--- src/rtl/branch_resolve_unit.sv ---
// Branch resolve unit: tracks fetched PCs with their BTB predictions in order and
// checks them at resolve time. Optional BRU_STATS_EN adds branch/mispredict counters.
module branch_resolve_unit #(
  parameter int DEPTH = 8,
  parameter int PTR_W = 3
) (
  input  logic        clk,
  input  logic        arst_n,
  input  logic        fetch_valid,
  output logic        fetch_ready,
  input  logic [63:0] fetch_pc,
  input  logic [63:0] fetch_pred_pc,
  input  logic        resolve_valid,
  output logic        resolve_ready,
  input  logic        resolve_is_branch,
  input  logic        resolve_taken,
  input  logic [63:0] resolve_target,
  output logic        flush,
  output logic [63:0] redirect_pc,
  output logic        btb_en,
  output logic [63:0] btb_prev_pc,
  output logic [63:0] btb_branch_pc,
  output logic        btb_was_taken
`ifdef BRU_STATS_EN
  ,
  output logic [31:0] stat_branches,
  output logic [31:0] stat_mispredicts
`endif
);

  typedef enum logic {RUN, FLUSH} state_t;

  localparam logic [PTR_W:0] FULL_COUNT = (PTR_W + 1)'(DEPTH);

  state_t state_reg, state_next;

  logic [63:0] pc_mem   [DEPTH];
  logic [63:0] pred_mem [DEPTH];

  logic [PTR_W-1:0] wr_ptr_reg, rd_ptr_reg;
  logic [PTR_W:0]   count_reg;

  logic        push, pop, mispredict;
  logic [63:0] entry_pc, entry_pred, pc_plus4, actual_next, pred_next;

  assign fetch_ready   = (state_reg == RUN) && (count_reg != FULL_COUNT);
  assign resolve_ready = (state_reg == RUN) && (count_reg != '0);

  assign push = fetch_valid & fetch_ready;
  assign pop  = resolve_valid & resolve_ready;

  assign entry_pc    = pc_mem[rd_ptr_reg];
  assign entry_pred  = pred_mem[rd_ptr_reg];
  assign pc_plus4    = entry_pc + 64'd4;
  assign actual_next = (resolve_is_branch & resolve_taken) ? resolve_target : pc_plus4;
  // A zero stored prediction means the BTB had no entry, so fall-through is assumed.
  assign pred_next   = (entry_pred != 64'd0) ? entry_pred : pc_plus4;
  assign mispredict  = pop && (actual_next != pred_next);

  always_ff @(posedge clk or negedge arst_n) begin
    if (!arst_n) state_reg <= RUN;
    else         state_reg <= state_next;
  end

  always_comb begin
    state_next = state_reg;
    case (state_reg)
      RUN:     if (mispredict) state_next = FLUSH;
      FLUSH:   state_next = RUN;
      default: state_next = RUN;
    endcase
  end

  // Storage carries no reset; validity is tracked purely by the pointers and count.
  always_ff @(posedge clk) begin
    if (push) begin
      pc_mem[wr_ptr_reg]   <= fetch_pc;
      pred_mem[wr_ptr_reg] <= fetch_pred_pc;
    end
  end

  always_ff @(posedge clk or negedge arst_n) begin
    if (!arst_n) begin
      wr_ptr_reg <= '0;
      rd_ptr_reg <= '0;
      count_reg  <= '0;
    end else if (mispredict) begin
      // Everything younger than the mispredicted instruction is wrong-path, including a same-cycle push.
      wr_ptr_reg <= '0;
      rd_ptr_reg <= '0;
      count_reg  <= '0;
    end else begin
      if (push) wr_ptr_reg <= wr_ptr_reg + 1'b1;
      if (pop)  rd_ptr_reg <= rd_ptr_reg + 1'b1;
      case ({push, pop})
        2'b10:   count_reg <= count_reg + 1'b1;
        2'b01:   count_reg <= count_reg - 1'b1;
        default: count_reg <= count_reg;
      endcase
    end
  end

  always_ff @(posedge clk or negedge arst_n) begin
    if (!arst_n) begin
      flush         <= 1'b0;
      redirect_pc   <= 64'd0;
      btb_en        <= 1'b0;
      btb_prev_pc   <= 64'd0;
      btb_branch_pc <= 64'd0;
      btb_was_taken <= 1'b0;
    end else begin
      flush  <= mispredict;
      btb_en <= pop & resolve_is_branch;
      if (mispredict) redirect_pc <= actual_next;
      if (pop) begin
        btb_prev_pc   <= entry_pc;
        btb_branch_pc <= resolve_target;
        btb_was_taken <= resolve_taken & resolve_is_branch;
      end
    end
  end

`ifdef BRU_STATS_EN
  always_ff @(posedge clk or negedge arst_n) begin
    if (!arst_n) begin
      stat_branches    <= 32'd0;
      stat_mispredicts <= 32'd0;
    end else begin
      if (pop && resolve_is_branch && (stat_branches != 32'hFFFF_FFFF))
        stat_branches <= stat_branches + 32'd1;
      if (mispredict && (stat_mispredicts != 32'hFFFF_FFFF))
        stat_mispredicts <= stat_mispredicts + 32'd1;
    end
  end
`endif

endmodule

--- config.mk ---
export PLATFORM = sky130hd
export DESIGN_NAME = branch_resolve_unit
export DESIGN_NICKNAME = d
export VERILOG_FILES = /design/src/rtl/branch_resolve_unit.sv
export SDC_FILE = /design/constraint.sdc
export NUM_CORES = 1
export LEC_CHECK = 0
export ABC_CLOCK_PERIOD_IN_PS = 38700
export BUFFER_PORTS_ARGS = -buffer_cell sky130_fd_sc_hd__buf_2
export CORE_AREA = 10 10 452 410
export DETAILED_ROUTE_END_ITERATION = 6
export DIE_AREA = 0 0 462 420
export GPL_ROUTABILITY_DRIVEN = 0
export PLACE_DENSITY = 0.46
export RECOVER_POWER = 25
export SETUP_SLACK_MARGIN = 0.02
export SLEW_MARGIN = 20
export SYNTH_ARGS = -nofsm -noshare
export SYNTH_HDL_FRONTEND = slang
export SYNTH_SLANG_ARGS = --single-unit
--- constraint.sdc ---
create_clock -name clk -period 38.7 [get_ports clk]
set_input_delay 5.805 -clock clk [delete_from_list [all_inputs] [get_ports clk]]
set_output_delay 5.805 -clock clk [all_outputs]
set_load 0.05 [all_outputs]
# Yosys cells after proc, flatten, opt, wreduce, memory -nomap -nowiden
# Memory sizes are Yosys's and may differ from the RTL's.
# Cells that the tools add are included.
# classes
add_sub_neg,5
eq_ne,4
muxes,12
bitwise_logic,5
reduce_logical,8
# ops
op,count
two-way mux 64 bit,2
adder 64 x 3 -> 64 bit (second input constant),1
!= test 64 bit,1
nonzero test 64 bit,1
two-way mux 3 bit,4
case mux 4 bit (2 select lines),1
adder 3 x 1 -> 3 bit (second input constant),2
adder 4 x 1 -> 4 bit (second input constant),1
AND 1 bit,4
two-way mux 4 bit,1
!= test 4 bit (second input constant),1
nonzero test 2 bit,2
nonzero test 4 bit,1
subtractor 4 x 1 -> 4 bit (second input constant),1
logical AND 1 bit,3
two-way mux 1 bit,3
nonzero test 3 bit,1
equality test 2 x 1 -> 1 bit (second input constant),1
equality test 2 bit (second input constant),1
case mux 1 bit (2 select lines),1
inverter 1 bit,1
# totals
ff_bits,206
ram_bits,1024
output_inout_bits,197
elab_cells,46
memories,2
# mem_list
memory,words,word_bits,rd,rd_clocked_by_memory_dff,wr,line_no,text
pc_mem,8,64,1,0,1,37,logic [63:0] pc_mem [DEPTH];
pred_mem,8,64,1,0,1,38,logic [63:0] pred_mem [DEPTH];

# Depth between registers and ports, before layout
# An unclocked memory read counts as a cell.
# logic_depth
word_depth,7
mapped_depth,25

# Worst setup path before layout
# OpenSTA, ideal clock, no wires.
# synth_path
kind,input to register
startpoint,in fetch_valid
endpoint,"mem pc_mem[2][0], enable pin"
setup_time_ns,0.973
arrival_ns,19.227
t_required_ns,37.727
path_slack_ns,18.499
stages,3
n_path_buf,1
cell_sequence,nand2_1 clkbuf_1 nor4b_1
# synth_between
elab_chain_len,3
# synth_lines
element,line_no,text
from (decl),9,"input logic fetch_valid,"
AND 1 bit,49,assign push = fetch_valid & fetch_ready;
two-way mux 1 bit,76,if (push) begin
two-way mux 1 bit (not written as such),77,pc_mem[wr_ptr_reg] <= fetch_pc;
to (decl),37,
# No other way between the ends.

# Final worst setup path
# layout_path
startpoint,in resolve_is_branch
endpoint,reg redirect_pc[59]
# layout_between
elab_chain_len,4
# layout_lines
element,line_no,text
from (decl),15,"input logic resolve_is_branch,"
AND 1 bit *,55,assign actual_next = (resolve_is_branch & resolve_taken) ? resolve_target : pc_plus4;
two-way mux 64 bit *,55,
!= test 64 bit,58,assign mispredict = pop && (actual_next != pred_next);
logical AND 1 bit,58,
to (signal assigned),114,if (mispredict) redirect_pc <= actual_next;
to (decl),19,"output logic [63:0] redirect_pc,"
# Mark *: on every way between the ends. The rest lies on a longest branch, timed or not.
# A chain may end at the register's enable or synchronous reset.

==> reports/metrics.yaml <==
status: "complete, no violations"
area_growth_pct: 17.8
clk_pin_slew_worst_paths_ns: 0.06
critical-path-max-stage-delay_ns: 0.69
post-route-period-util_pct: 26.9
synth_ff_type: "edfxtp_1"
grt_start_max_net_pins: 173
core-area_um2: 175000
reg_top3: "pc_mem (512), pred_mem (512)"
hold_path_class: "reg -> reg"
p_switching_mw: 1.63
clk_path_buf_depth: 3
cts_root_buf: "clkbuf_16"
power_frac_clock_pct: 29.8
maxSlewViolCount: 0
vias: 32100
placedCellCount: 5857
p_sw_share_pct: 37.2
die_y_um: 420
crit_path_start_kind: "primary input"
critPathCaptureType: "flop"
clock-sinks: 1230
syn_area_um2: 52500
antenna_found_initial: 65
numCtsBuffers: 139
overflow: 0
combPwrFrac_pct: 29.5
fin_cells: 6127
finalCriticalPeriod_ns: 10.40
clock.fmax_ghz: 0.0962
ys_seq_elements: 1230
grt_setup_unrepaired: "no"
finClkSkew_ns: 0.0536
crit_chain: "buf_2 > and2_4 > buf_4 > and4_1 > nand4_1 > a2111oi_0 > o221ai_1 > nor4_1 > nand4_1 > a2111oi_0 > and4_1 > a21oi_4 > buf_4 > mux2_4"
vias_per_cell: 5.24
post-cts-setup-buffer-count: 0
p_per_area_nw_per_um2: 70.9
regArea_um2: 35900
setup_violations: 0
multiInputGateArea_um2: 15600
start_util_pct: 29.9
cts_resized: 0
whs_ns: 0.468
final_nets: 3908
avgSynthCellArea_um2: 16.3
synthArstFlopShare_pct: 16.7
syn-instance-count: 3212
ios: 395
p_int_mw: 2.75
hold_buffers: 0
slew-limit-headroom_pct: 16.1
r2r_slack_ns: 29.30
synth_edf_count: 1024
io_buffer_count: 394
setup_tns_ns: 0
clkLatencyLatePin_ns: 0.79
n_fill_cell: 16900
cts_tree: "yes"
wirelength_um: 191000
worstMarginPinSlew_ns: 1.22
ant_nets: 0
crit_family: "simple AND/OR/NAND/NOR gates"
grt_pass1_wl_um: 262000
drive_above_1_share_pct: 26.0
drtIter0Drc: 3204
dieArea_um2: 194000
drc: 0
rr_worst_depth: 17
die_x_um: 462
syn-num-nets: 3416
path_class: "in -> reg"
worst-path-stages: 14
path_buf_inv: 3
seq_area_frac_synth_pct: 68.4
synth_warnings: 0
detailed_place_hpwl_um: 133000
htree_levels: 4
grt_usage_pct: 19.1
p_leak_nw: 21.5
rows: 146
cpMaxStageDelayCell: "buf_4"
routedWlPerCell_um: 31.1
grt_pass1_vias: 32100
finalHoldViolCount: 0
required_ns: 39.35
synth.distinct_cells: 95
path_max_fanout: 72
hold_path_depth: 2
firstDrtPassIters: 6
crit_arrival_ns: 11.05
ir_drop_mv: 0.0583
sequentialPowerShare_pct: 40.8
maxCapViolations: 0
[layer usage]
metal | wire, µm | track usage, % | up-vias
li1 | - | - | 13700
met1 | 78700 | 24.7 | 16500
met2 | 89800 | 30.9 | 1384
met3 | 14500 | 5.11 | 471
met4 | 7580 | 6.88 | 36
met5 | 247 | 0 | -
[worst register-to-register path, cell delays in order, from the launching register on]
cell       delay (ns)
dfrtp_4          0.79
buf_4            0.64
buf_4            0.76
mux4_2           0.67
mux2i_1          0.80
nand4_1          0.24
nor4_2           0.61
and4_1           0.73
buf_4            0.48
nand2_1          0.39
nor4_1           0.36
nor3_1           0.08
o2111ai_1        0.15
nor4_1           0.11
and4_1           0.38
a21oi_4          0.94
buf_4            0.67
mux2_2           0.46
[metrics by stage]
stage	setup WS (ns)	area, µm²	total power, mW	utilization [%]
2_1_floorplan	18.50	52500	2.62	-
3_3_place_gp	27.62	57400	3.11	32.7
3_5_place_dp	27.68	57400	3.12	32.7
6_report	28.30	61800	4.39	35.3
4_1_cts	28.52	61900	4.43	35.3
5_1_grt	27.98	61800	4.56	35.3
[cell families after synthesis]
logic type / count (synthesis) / synth area share, %
AND/OR/NAND/NOR: 856 / 7.83
flip-flops: 1230 / 68.4
adder cells (fa/ha/maj): 6 / 0.157
AO/OA/AOI/OAI: 349 / 4.42
XOR/XNOR: 84 / 1.57
multiplexers: 487 / 15.5
buffers and inverters: 200 / 2.12
[synth_stat cells, drive strengths merged (9+ instances only)]
master      n  area share, %
a22oi       9           0.14
nor3       40           0.39
dfrtp     206            9.8
buf        95            1.4
nand2     436            3.1
nand3      35           0.33
nor2b       9           0.11
a21oi      51           0.51
o31ai      15           0.21
or3        21           0.25
mux4      250             11
nor4       69           0.96
xor2       27           0.45
o211ai     10           0.14
clkbuf     65           0.46
a2111oi     9           0.16
mux2       76            1.7
inv        40           0.29
xnor2      51           0.85
o22ai      17           0.20
and3       15           0.18
mux2i     161            3.1
nor2       93           0.67
a31oi      10           0.12
edfxtp   1024             59
o21ai     126            1.2
or4        15           0.21
nand4      61           0.75
and2       18           0.21
[cells in the final DEF, fill, tap and decap left out, types with 35 or more instances in the layout]
cell type	Yosys	layout
o21ai_0	124	124
dfrtp_1	206	203
mux2_2	71	71
clkbuf_16	0	143
mux4_2	250	250
a21oi_1	49	49
buf_2	36	295
nand4_1	59	59
mux2i_1	157	152
nand3_1	35	35
xnor2_1	51	51
nor4_1	59	58
nor3_1	39	37
clkbuf_1	65	133
nand2_1	436	434
edfxtp_1	1024	1024
buf_4	20	112
inv_1	40	39
nor2_1	93	92
[power by group through the flow]
stage / Clock (mW) / Sequential [mW] / Combinational, mW
finish: 1.31 / 1.79 / 1.29
global route: 1.39 / 1.81 / 1.36
CTS: 1.34 / 1.79 / 1.30
detailed placement: 0 / 1.82 / 1.30
global placement: 0 / 1.81 / 1.30
floorplan: 0 / 2.17 / 0.451
[final cells by class]
type                    instances  share of cell area (%)
flip-flops and latches       1230                    58.1
multi-input cells            1782                    25.1
clock buffers                 189                    6.24
well taps                    2294                    4.64
repair buffers                511                    4.53
clock inverters                69                    1.06
inverters                      40                   0.251
diodes                         12                  0.0486
[worst paths after layout]
path	to	from
hold reg to reg	btb_branch_pc[59]	btb_branch_pc[59]
max in group asynchronous	btb_branch_pc[41]	arst_n
setup reg to reg	redirect_pc[46]	rd_ptr_reg[0]
min in group asynchronous	btb_prev_pc[8]	arst_n
hold / removal	btb_branch_pc[59]	btb_branch_pc[59]
setup / recovery	redirect_pc[59]	resolve_is_branch
No activity file was read; power rests on OpenSTA's default activity.
